### config.mk
export PLATFORM = sky130hd
export DESIGN_NAME = control_fsm_mc
export DESIGN_NICKNAME = d
export VERILOG_FILES = /design/src/rtl/control_fsm_mc_pkg.sv /design/src/rtl/control_fsm_mc_retire_counter.sv /design/src/rtl/control_fsm_mc.sv
export SDC_FILE = /design/constraint.sdc
export NUM_CORES = 1
export LEC_CHECK = 0
export BUFFER_PORTS_ARGS = -buffer_cell sky130_fd_sc_hd__buf_4
export CORE_MARGIN = 1.5
export CORE_UTILIZATION = 50
export CTS_CLUSTER_DIAMETER = 150
export DETAILED_ROUTE_END_ITERATION = 7
export GPL_ROUTABILITY_DRIVEN = 0
export PLACE_DENSITY = 0.87
export SKIP_CTS_REPAIR_TIMING = 1
export SYNTH_ARGS = -nofsm -noshare
export SYNTH_HDL_FRONTEND = slang
export SYNTH_HIERARCHICAL = 1
export SYNTH_SLANG_ARGS = --single-unit
### constraint.sdc
create_clock -name clk -period 4.9 [get_ports clk]
set_input_delay 1.47 -clock clk [delete_from_list [all_inputs] [get_ports clk]]
set_output_delay 1.47 -clock clk [all_outputs]
set_load 0.02 [all_outputs]
### src/rtl/control_fsm_mc_pkg.sv
// control_fsm_mc_pkg: state encoding, RV32I opcodes and datapath select codes
// shared by the multicycle control FSM and its bench-facing users.
package control_fsm_mc_pkg;

    typedef enum logic [3:0] {
        FETCH, DECODE, MEMADR, MEMREAD, MEMWB, MEMWRITE,
        EXECUTER, EXECUTEI, ALUWB, JAL, BEQ
    } state_t;

    localparam logic [6:0] OP_LW   = 7'b0000011;
    localparam logic [6:0] OP_SW   = 7'b0100011;
    localparam logic [6:0] OP_R    = 7'b0110011;
    localparam logic [6:0] OP_IALU = 7'b0010011;
    localparam logic [6:0] OP_JAL  = 7'b1101111;
    localparam logic [6:0] OP_BEQ  = 7'b1100011;

    localparam logic [1:0] RES_ALUOUT = 2'b00;
    localparam logic [1:0] RES_DATA   = 2'b01;
    localparam logic [1:0] RES_ALURES = 2'b10;

    localparam logic [1:0] A_PC    = 2'b00;
    localparam logic [1:0] A_OLDPC = 2'b01;
    localparam logic [1:0] A_REG   = 2'b10;

    localparam logic [1:0] B_REG  = 2'b00;
    localparam logic [1:0] B_IMM  = 2'b01;
    localparam logic [1:0] B_FOUR = 2'b10;

    localparam logic [1:0] ALU_ADD   = 2'b00;
    localparam logic [1:0] ALU_SUB   = 2'b01;
    localparam logic [1:0] ALU_FUNCT = 2'b10;

endpackage

### src/rtl/control_fsm_mc_retire_counter.sv
// retire_counter: retired-instruction counter, wraps modulo 2^RET_W.
module retire_counter #(
    parameter int RET_W = 32
) (
    input  logic             clk,
    input  logic             reset,
    input  logic             en,
    output logic [RET_W-1:0] count
);

    always_ff @(posedge clk or negedge reset) begin
        if (!reset)
            count <= '0;
        else if (en)
            count <= count + RET_W'(1);
    end

endmodule

### src/rtl/control_fsm_mc.sv
// control_fsm_mc: multicycle RV32I control FSM with Moore output decode,
// branch-qualified PCWrite and a retired-instruction counter.
module control_fsm_mc
    import control_fsm_mc_pkg::*;
#(
    parameter int RET_W = 32
) (
    input  logic             clk,
    input  logic             reset,
    input  logic [6:0]       opcode,
    input  logic             zero,
    output logic             PCWrite,
    output logic             IRWrite,
    output logic             MemWrite,
    output logic             RegWrite,
    output logic             AdrSrc,
    output logic [1:0]       ResultSrc,
    output logic [1:0]       ALUSrcA,
    output logic [1:0]       ALUSrcB,
    output logic [1:0]       ALUOp,
    output logic             illegal_op,
    output logic [RET_W-1:0] instret
);

    state_t state, next;
    logic   pc_update, branch, ir_w, mem_w, reg_w, ill, retire;

    always_ff @(posedge clk or negedge reset) begin
        if (!reset)
            state <= FETCH;
        else
            state <= next;
    end

    always_comb begin
        next      = FETCH;
        pc_update = 1'b0;
        branch    = 1'b0;
        ir_w      = 1'b0;
        mem_w     = 1'b0;
        reg_w     = 1'b0;
        ill       = 1'b0;
        retire    = 1'b0;
        AdrSrc    = 1'b0;
        ResultSrc = RES_ALUOUT;
        ALUSrcA   = A_PC;
        ALUSrcB   = B_REG;
        ALUOp     = ALU_ADD;
        case (state)
            FETCH: begin
                next      = DECODE;
                ir_w      = 1'b1;
                pc_update = 1'b1;
                ALUSrcB   = B_FOUR;
                ResultSrc = RES_ALURES;
            end
            DECODE: begin
                ALUSrcA = A_OLDPC;
                ALUSrcB = B_IMM;
                case (opcode)
                    OP_LW, OP_SW: next = MEMADR;
                    OP_R:         next = EXECUTER;
                    OP_IALU:      next = EXECUTEI;
                    OP_JAL:       next = JAL;
                    OP_BEQ:       next = BEQ;
                    default:      ill  = 1'b1;
                endcase
            end
            MEMADR: begin
                next    = (opcode == OP_LW) ? MEMREAD : MEMWRITE;
                ALUSrcA = A_REG;
                ALUSrcB = B_IMM;
            end
            MEMREAD: begin
                next   = MEMWB;
                AdrSrc = 1'b1;
            end
            MEMWB: begin
                ResultSrc = RES_DATA;
                reg_w     = 1'b1;
                retire    = 1'b1;
            end
            MEMWRITE: begin
                AdrSrc = 1'b1;
                mem_w  = 1'b1;
                retire = 1'b1;
            end
            EXECUTER: begin
                next    = ALUWB;
                ALUSrcA = A_REG;
                ALUOp   = ALU_FUNCT;
            end
            EXECUTEI: begin
                next    = ALUWB;
                ALUSrcA = A_REG;
                ALUSrcB = B_IMM;
                ALUOp   = ALU_FUNCT;
            end
            ALUWB: begin
                reg_w  = 1'b1;
                retire = 1'b1;
            end
            JAL: begin
                next      = ALUWB;
                ALUSrcA   = A_OLDPC;
                ALUSrcB   = B_FOUR;
                pc_update = 1'b1;
            end
            BEQ: begin
                ALUSrcA = A_REG;
                ALUOp   = ALU_SUB;
                branch  = 1'b1;
                retire  = 1'b1;
            end
            default: next = FETCH;
        endcase
    end

    // Reset holds state at FETCH, so its write enables must be masked here.
    assign PCWrite    = reset & (pc_update | (branch & zero));
    assign IRWrite    = reset & ir_w;
    assign MemWrite   = reset & mem_w;
    assign RegWrite   = reset & reg_w;
    assign illegal_op = reset & ill;

    retire_counter #(.RET_W(RET_W)) u_ret (
        .clk   (clk),
        .reset (reset),
        .en    (retire),
        .count (instret)
    );

endmodule

==> results of run 1 <==
kinds of logic (layout without fill, tap and decap cells):
| family | after synthesis | count (layout) |
|---|---|---|
| compound gates | 14 | 14 |
| mux | 1 | 1 |
| fa+ha+maj | 1 | 1 |
| xor+xnor | 34 | 34 |
| flops | 36 | 36 |
| buf+inv | 8 | 67 |
| simple gates | 91 | 91 |
cells in the final DEF, fill, tap and decap left out:
cell	count
buf_4	55
dfrtp_1	36
xnor2_1	21
nand2_1	14
xor2_1	13
nand3_1	12
nor3_1	10
nand4_1	10
nor2_1	9
and3_1	7
clkbuf_8	6
and4_1	5
inv_1	4
a21oi_1	4
and2_1	4
nor4_1	4
nor4_2	3
nor2b_1	2
o21a_1	2
and4bb_2	2
o21ai_0	2
nor3b_1	2
nand2b_1	2
a21o_1	2
clkinv_2	2
and2b_1	1
and3b_1	1
a32oi_1	1
o32ai_1	1
a31oi_1	1
a41o_1	1
nand4_4	1
or4_4	1
and4_2	1
mux2_2	1
ha_1	1
layout make-up:
type	instances	share of cell area
Inverter	4	0.00612
Clock inverter	2	0.00408
Clock buffer	6	0.0336
Multi-Input combinational cell	141	0.397
Timing Repair Buffer	55	0.168
Sequential cell	36	0.367
Tap cell	48	0.0245
metrics by stage:
step | instance area (um2) | hold slack [ns] | worst slack, ns | power (W)
detailed placement | 2360 | 0.471 | 1.08 | 0.000557
finish | 2450 | 0.474 | 1.11 | 0.000765
floorplan | 1910 | 0.582 | 1.17 | 0.000473
global placement | 2360 | 0.469 | 1.09 | 0.000552
global route | 2450 | 0.494 | 0.943 | 0.000806
CTS | 2450 | 0.480 | 1.08 | 0.000771
metal layers:
layer | routed length (um) | global-route usage | part of all wire
met5 | 0 | 0 | 0
met3 | 163 | 0.0503 | 0.040
met2 | 1990 | 0.340 | 0.49
met1 | 1820 | 0.271 | 0.45
met4 | 63 | 0.0904 | 0.016
flip-flops by register name, indices dropped and copies added (netlist names):
register,cells
state,4
u_ret/count,32
where the power goes:
| part | internal, W | total (W) | switching, W |
|---|---|---|---|
| logic | 0.0000913 | 0.000203 | 0.000112 |
| registers | 0.000312 | 0.000349 | 0.0000366 |
| clock network | 0.000112 | 0.000213 | 0.000101 |
path summary, 6_finish.rpt:
| path | end | slack (ns) | from |
|---|---|---|---|
| max | illegal_op | 1.11 | reset |
| min | u_ret/count[31]$_DFFE_PN0P_ | 0.47 | u_ret/count[31]$_DFFE_PN0P_ |
| max reg2reg | u_ret/count[31]$_DFFE_PN0P_ | 1.92 | state[3]$_DFF_PN0_ |
| min reg2reg | u_ret/count[31]$_DFFE_PN0P_ | 0.47 | u_ret/count[31]$_DFFE_PN0P_ |
| max in group asynchronous | u_ret/count[25]$_DFFE_PN0P_ | 3.42 | reset |
| min in group asynchronous | u_ret/count[22]$_DFFE_PN0P_ | 1.14 | reset |
worst reg2reg max path, cell delays in order, from the launching register on:
cell,delay [ns]
dfrtp_1,0.53
nand2b_1,0.25
o21ai_0,0.78
nand4_4,0.20
nor4_1,0.72
nand4_1,0.22
xnor2_1,0.17
==> flow_summary.json, run 1 <==
{
  "synth_top_area_frac": 0.471,
  "reg2reg_depth": 6,
  "critical_path_class": "input port to primary output",
  "via_per_inst": 5.45,
  "cp.required_ns": 3.43,
  "async_reset_ff_frac": 1.00,
  "drt_iter0_drc": 76,
  "numCtsBuffers": 5,
  "hold_class": "flop to flop",
  "placedCellCount": 284,
  "syn2layout_area_growth_pct": 28.4,
  "ys_top_cells_by_count": "dfrtp_1, xnor2_1, nand2_1",
  "core_region_area_mm2": 0.00366,
  "first_pass_iters": 4,
  "dp.final_hpwl_um": 2990,
  "clk_latency_ns": 0.29,
  "ys.flop_type": "dfrtp_1",
  "fmax_ghz": 0.264,
  "hold_violations": 0,
  "max-clock-path-buffers": 2,
  "slew_headroom": 0.350,
  "cp-start-kind": "input port",
  "cp_slowest_cell": "buf_4",
  "crit_top_cell": "buf_4",
  "period_minus_slack_ns": 3.79,
  "synthMuxAreaShare": 0.00589,
  "gr-usage-all-layers": 0.211,
  "antenna_left": 0,
  "nFillCells": 315,
  "synth.yosys.seq_area_share": 0.471,
  "endpoint_kind": "primary output",
  "crit_family": "buffers and inverters",
  "antenna_found_initial": 0,
  "initial_core_util": 0.522,
  "ir_drop_v": 0.000215,
  "io_pins": 56,
  "max_cap_violations": 0,
  "syn-num-nets": 196,
  "synth_compound_area_frac": 0.0491,
  "grt_overflow": 0,
  "critPathMaxFanout": 41,
  "ys_ff_latch": 36,
  "multi_input_area_um2": 973,
  "clk_pin_slew_ns": 0.06,
  "postSynthAreaPerCell_um2": 10.3,
  "critPathBufInv": 2,
  "yosys.area_share.adder": 0.00654,
  "outcome": "finished clean",
  "power.leakage_nw": 1.22,
  "critPathArrivalTime_ns": 2.32,
  "fin_crit_sh": 0.774,
  "cp_cell_sequence": "buf_4, nand3_1, a21oi_1, buf_4",
  "drc": 0,
  "post-route-util": 0.671,
  "hold_depth": 1,
  "diodes": 0,
  "rows": 22,
  "grt_pass1_vias": 1562,
  "fin_cells": 292,
  "grt_setup_unrepaired": "false",
  "yosys.area.top_type": "dfrtp_1",
  "seq_area_um2": 901,
  "yosys.area_share.simple": 0.292,
  "cts_root_buf": "clkbuf_8",
  "die_x_um": 64.8,
  "slew_viol_final": 0,
  "wl_um": 4040,
  "synth_area_leaders": "dfrtp_1, xnor2_1, xor2_1, nand4_1, nand3_1",
  "crit_cells": 4,
  "synth-edff-count": 0,
  "nets": 254,
  "setup_violations": 0,
  "worstMarginPinSlew_ns": 0.964,
  "clock_skew_ns": 0.00735,
  "cts_tree": "yes",
  "timing.critical_path.slowest_cell_delay_ns": 0.41,
  "synth_area_mm2": 0.00191,
  "power.density_mw_per_mm2": 312,
  "vias": 1592,
  "die_area_mm2": 0.00420,
  "cts_htree_levels": 2,
  "dieHeight_um": 64.8,
  "grt_pass1_wl_um": 6860,
  "synth_cell_types": 35,
  "synth-xor-area-share": 0.156,
  "layout-drive-gt1-share": 0.295,
  "grt_max_degree": 42,
  "wl_per_cell_um": 13.8,
  "syn_inst": 185,
  "portBuffers": 55,
  "numClockSinks": 36,
  "synth_top_family_by_area": "simple AND/OR/NAND/NOR gates",
  "synthMostInstantiatedCell": "dfrtp_1",
  "ys_warn_count": 6,
  "final.setup.tns_ns": 0
}
Note: power is estimated with default switching activity, not from simulation.
==> run 2: changes to the inputs <==
--- a/config.mk
+++ b/config.mk
@@ -7,11 +7,11 @@
 export LEC_CHECK = 0
 export BUFFER_PORTS_ARGS = -buffer_cell sky130_fd_sc_hd__buf_4
 export CORE_MARGIN = 1.5
-export CORE_UTILIZATION = 50
+export CORE_UTILIZATION = 46
 export CTS_CLUSTER_DIAMETER = 150
 export DETAILED_ROUTE_END_ITERATION = 7
 export GPL_ROUTABILITY_DRIVEN = 0
-export PLACE_DENSITY = 0.87
+export PLACE_DENSITY = 0.84
 export SKIP_CTS_REPAIR_TIMING = 1
 export SYNTH_ARGS = -nofsm -noshare
 export SYNTH_HDL_FRONTEND = slang
==> constraint.sdc (replaced) <==
create_clock -name clk -period 3.4 [get_ports clk]
set_input_delay 1.02 -clock clk [delete_from_list [all_inputs] [get_ports clk]]
set_output_delay 1.02 -clock clk [all_outputs]
set_load 0.02 [all_outputs]
==> flow_summary.json, run 2 (synthesized netlist as in run 1, its figures left out) <==
{
  "nFillCells": 354,
  "period_minus_slack_ns": 2.92,
  "power_w": 0.00109,
  "cp-start-kind": "flop",
  "largest_register": "u_ret/count",
  "slew_viol_final": 0,
  "fin_crit_sh": 0.858,
  "cts_root_buf": "clkbuf_8",
  "numClockSinks": 36,
  "wl_um": 4050,
  "hold_class": "flop to flop",
  "fmax_ghz": 0.343,
  "dp.final_hpwl_um": 3060,
  "hold_path_startpoint": "u_ret/count[31]$_DFFE_PN0P_",
  "slew_headroom": 0.431,
  "ir_drop_v": 0.000204,
  "outcome": "finished clean",
  "power.density_mw_per_mm2": 441,
  "cp.required_ns": 3.56,
  "layout_commonest_cell": "buf_4",
  "grt_pass1_wl_um": 6480,
  "setup_violations": 0,
  "r2r_end": "u_ret/count[27]$_DFFE_PN0P_",
  "cts_tree": "yes",
  "hold_violations": 0,
  "mostFrequentLayoutCells": "buf_4, dfrtp_1, xnor2_1",
  "rows": 23,
  "drt_iter0_drc": 84,
  "grt_overflow": 0,
  "numCtsBuffers": 5,
  "initial_core_util": 0.478,
  "nets": 256,
  "dieHeight_um": 67.5,
  "worstMarginPinSlew_ns": 0.844,
  "clock_skew_ns": 0.00642,
  "rr_startpoint": "state[2]$_DFF_PN0_",
  "final.setup.tns_ns": 0,
  "vias": 1592,
  "diodes": 0,
  "min_to": "u_ret/count[31]$_DFFE_PN0P_",
  "antenna_found_initial": 0,
  "grt_setup_unrepaired": "false",
  "rrSetupSlack_ns": 0.48,
  "critPathArrivalTime_ns": 3.08,
  "reg2reg_depth": 6,
  "largestRegisters": "u_ret/count: 32 flops, state: 4 flops",
  "die_area_mm2": 0.00455,
  "via_per_inst": 5.38,
  "drc": 0,
  "critPathMaxFanout": 11,
  "power.leakage_nw": 1.22,
  "max_cap_violations": 0,
  "io_pins": 56,
  "cts_htree_levels": 2,
  "endpoint_kind": "flop",
  "hold_depth": 1,
  "max-clock-path-buffers": 2,
  "clk_pin_slew_ns": 0.07,
  "grt_pass1_vias": 1514,
  "wl_per_cell_um": 13.7,
  "antenna_left": 0,
  "largest_reg_flops": 32,
  "die_x_um": 67.5,
  "core_region_area_mm2": 0.00400,
  "first_pass_iters": 4,
  "gr-usage-all-layers": 0.186,
  "portBuffers": 55,
  "critical_path_class": "flop to flop",
  "clk_latency_ns": 0.28,
  "layout-drive-gt1-share": 0.293,
  "grt_max_degree": 29,
  "syn2layout_area_growth_pct": 29.2
}
## run 2: cell types whose count changed in the layout (fill, tap and decap cells not counted)
cell / change
buf_4: +2
clkbuf_1: +2
clkinv_2: -2
## run 2: where the power goes
group          total, W  internal (W)  switching, W  leakage, nW
combinational  0.000291      0.000132      0.000159        0.682
sequential     0.000498      0.000450     0.0000483        0.498
clock          0.000300      0.000165      0.000135       0.0455
## run 2: per-stage QoR
step / utilization / instance area [um2] / setup slack [ns] / instances / hold WS (ns)
floorplan: - / 1910 / 0.571 / 185 / 0.582
global placement: 0.595 / 2380 / 0.525 / 288 / 0.463
CTS: 0.617 / 2470 / 0.509 / 296 / 0.489
finish: 0.617 / 2470 / 0.484 / 296 / 0.484
global route: 0.617 / 2470 / 0.270 / 296 / 0.517
detailed placement: 0.595 / 2380 / 0.518 / 288 / 0.479
## run 2: how the worst max path moves through the flow
stage / to / start / cells after the start
after global placement: illegal_op / opcode[1] / 5
after floorplan: illegal_op / opcode[2] / 3
after CTS: illegal_op / opcode[1] / 5
final: u_ret/count[27]$_DFFE_PN0P_ / state[2]$_DFF_PN0_ / 6
after detailed placement: illegal_op / opcode[1] / 5
after global routing: u_ret/count[31]$_DFFE_PN0P_ / state[2]$_DFF_PN0_ / 6
## run 2: area by class of cell
type | count | area [um2] | area share
tap | 50 | 62.6 | 0.0253
timing repair buffer | 57 | 428 | 0.173
inverter | 4 | 15.0 | 0.00608
sequential | 36 | 901 | 0.365
multi-input combinational | 141 | 973 | 0.394
clock buffer | 8 | 90.1 | 0.0365
## run 2: routing by layer
metal | vias to the layer above | wire, um | track usage | share of wire
met2 | 42 | 2020 | 0.301 | 0.50
met3 | 4 | 173 | 0.0483 | 0.043
li1 | 786 | - | - | -
met4 | 0 | 33 | 0.0612 | 0.0082
met1 | 760 | 1820 | 0.243 | 0.45
met5 | - | 0 | 0 | 0
## run 2: critical path, stage by stage (launching register included)
cell and delay [ns]:
dfrtp_1 0.56, nand2b_1 0.17, o21ai_0 0.70, nand4_4 0.20, nor4_1 0.77, nand4_1 0.22
xnor2_1 0.18
==> run 3: changes to the inputs <==
--- a/config.mk
+++ b/config.mk
@@ -7,11 +7,11 @@
 export LEC_CHECK = 0
 export BUFFER_PORTS_ARGS = -buffer_cell sky130_fd_sc_hd__buf_4
 export CORE_MARGIN = 1.5
-export CORE_UTILIZATION = 46
+export CORE_UTILIZATION = 40
 export CTS_CLUSTER_DIAMETER = 150
 export DETAILED_ROUTE_END_ITERATION = 7
 export GPL_ROUTABILITY_DRIVEN = 0
-export PLACE_DENSITY = 0.84
+export PLACE_DENSITY = 0.76
 export SKIP_CTS_REPAIR_TIMING = 1
 export SYNTH_ARGS = -nofsm -noshare
 export SYNTH_HDL_FRONTEND = slang
==> flow_summary.json, run 3 (synthesized netlist as in run 1, its figures left out) <==
{
  "cp_slowest_cell": "and4bb_2",
  "ir_drop_v": 0.000230,
  "largestRegisters": "u_ret/count: 32 flops, state: 4 flops",
  "min_to": "u_ret/count[31]$_DFFE_PN0P_",
  "first_pass_iters": 4,
  "rrSetupSlack_ns": 0.55,
  "hold_class": "flop to flop",
  "drt_iter0_drc": 92,
  "slew_viol_final": 0,
  "cts_root_buf": "clkbuf_8",
  "rows": 24,
  "initial_core_util": 0.427,
  "grtUsageMet1": 0.239,
  "mostFrequentLayoutCells": "buf_4, dfrtp_1, xnor2_1",
  "setup_violations": 0,
  "r2r_end": "u_ret/count[17]$_DFFE_PN0P_",
  "power.density_mw_per_mm2": 446,
  "outcome": "finished clean",
  "wl_per_cell_um": 14.1,
  "clk_pin_slew_ns": 0.07,
  "layout_commonest_cell": "buf_4",
  "syn2layout_area_growth_pct": 28.9,
  "crit_top_cell": "buf_4",
  "power_w": 0.00110,
  "endpoint_kind": "primary output",
  "nets": 255,
  "cts_htree_levels": 2,
  "antenna_found_initial": 0,
  "hold_depth": 1,
  "vias": 1586,
  "cts_tree": "yes",
  "antenna_left": 0,
  "hold_path_startpoint": "u_ret/count[31]$_DFFE_PN0P_",
  "dp.final_hpwl_um": 3160,
  "critical_path_class": "input port to primary output",
  "cp.required_ns": 2.38,
  "die_x_um": 72.1,
  "worstMarginPinSlew_ns": 0.804,
  "grt_overflow": 0,
  "power.leakage_nw": 1.22,
  "slew_headroom": 0.458,
  "gr-max-usage-layer": "met2",
  "grt_pass1_vias": 1454,
  "hold_violations": 0,
  "drc": 0,
  "dieHeight_um": 72.1,
  "reg2reg_depth": 6,
  "layout-drive-gt1-share": 0.290,
  "met3_usage": 0.0333,
  "cp-start-kind": "input port",
  "grt_setup_unrepaired": "false",
  "core_region_area_mm2": 0.00447,
  "wl_um": 4180,
  "cp_cell_sequence": "buf_4, and4bb_2, a21o_1, a21oi_1, buf_4",
  "grt_use_met2": 0.244,
  "largest_register": "u_ret/count",
  "rr_startpoint": "state[3]$_DFF_PN0_",
  "grt_max_degree": 29,
  "grt_pass1_wl_um": 6710,
  "die_area_mm2": 0.00520,
  "crit_family": "compound AO/OA/AOI/OAI gates",
  "critPathMaxFanout": 5,
  "fmax_ghz": 0.344,
  "period_minus_slack_ns": 2.91,
  "max_cap_violations": 0,
  "max-clock-path-buffers": 2,
  "clock_skew_ns": 0.00652,
  "fin_crit_sh": 0.856,
  "portBuffers": 55,
  "io_pins": 56,
  "critPathBufInv": 2,
  "numClockSinks": 36,
  "final.setup.tns_ns": 0,
  "critPathArrivalTime_ns": 1.89,
  "timing.critical_path.slowest_cell_delay_ns": 0.26,
  "gr-usage-all-layers": 0.164,
  "crit_cells": 5,
  "via_per_inst": 5.34,
  "numCtsBuffers": 5,
  "diodes": 0,
  "largest_reg_flops": 32,
  "clk_latency_ns": 0.28
}
## run 3: cell type report
cell class / instances / area, um2
clock buffers: 8 / 90.1
multi-input cells: 141 / 973
fillers: 414 / 2010
flip-flops and latches: 36 / 901
well taps: 52 / 65.1
repair buffers: 56 / 420
inverters: 4 / 15.0
## run 3: worst max path at each step
| stage | from | end |
|---|---|---|
| after CTS | opcode[1] | illegal_op |
| after floorplan | opcode[2] | illegal_op |
| after global routing | state[3]$_DFF_PN0_ | u_ret/count[31]$_DFFE_PN0P_ |
| after global placement | opcode[1] | illegal_op |
| final | opcode[1] | illegal_op |
| after detailed placement | opcode[1] | illegal_op |
## run 3: through the flow
step | utilization | worst slack, ns | cell area [um2] | instances | hold WS, ns
6_report | 0.551 | 0.491 | 2460 | 297 | 0.477
5_1_grt | 0.551 | 0.336 | 2460 | 297 | 0.500
4_1_cts | 0.551 | 0.491 | 2460 | 297 | 0.482
3_5_place_dp | 0.531 | 0.493 | 2370 | 289 | 0.472
3_3_place_gp | 0.531 | 0.525 | 2370 | 289 | 0.470
2_1_floorplan | - | 0.571 | 1910 | 185 | 0.582
## run 3: metal layers
metal / routed length, um / up-vias
met5: 0 / -
met4: 0 / 0
met3: 154 / 0
met2: 1960 / 35
met1: 2070 / 770
li1: - / 781
## run 3: power breakdown
part	switching (W)	total, W	internal [W]
Sequential	0.0000542	0.000504	0.000450
Clock	0.000139	0.000304	0.000165
Combinational	0.000160	0.000292	0.000132
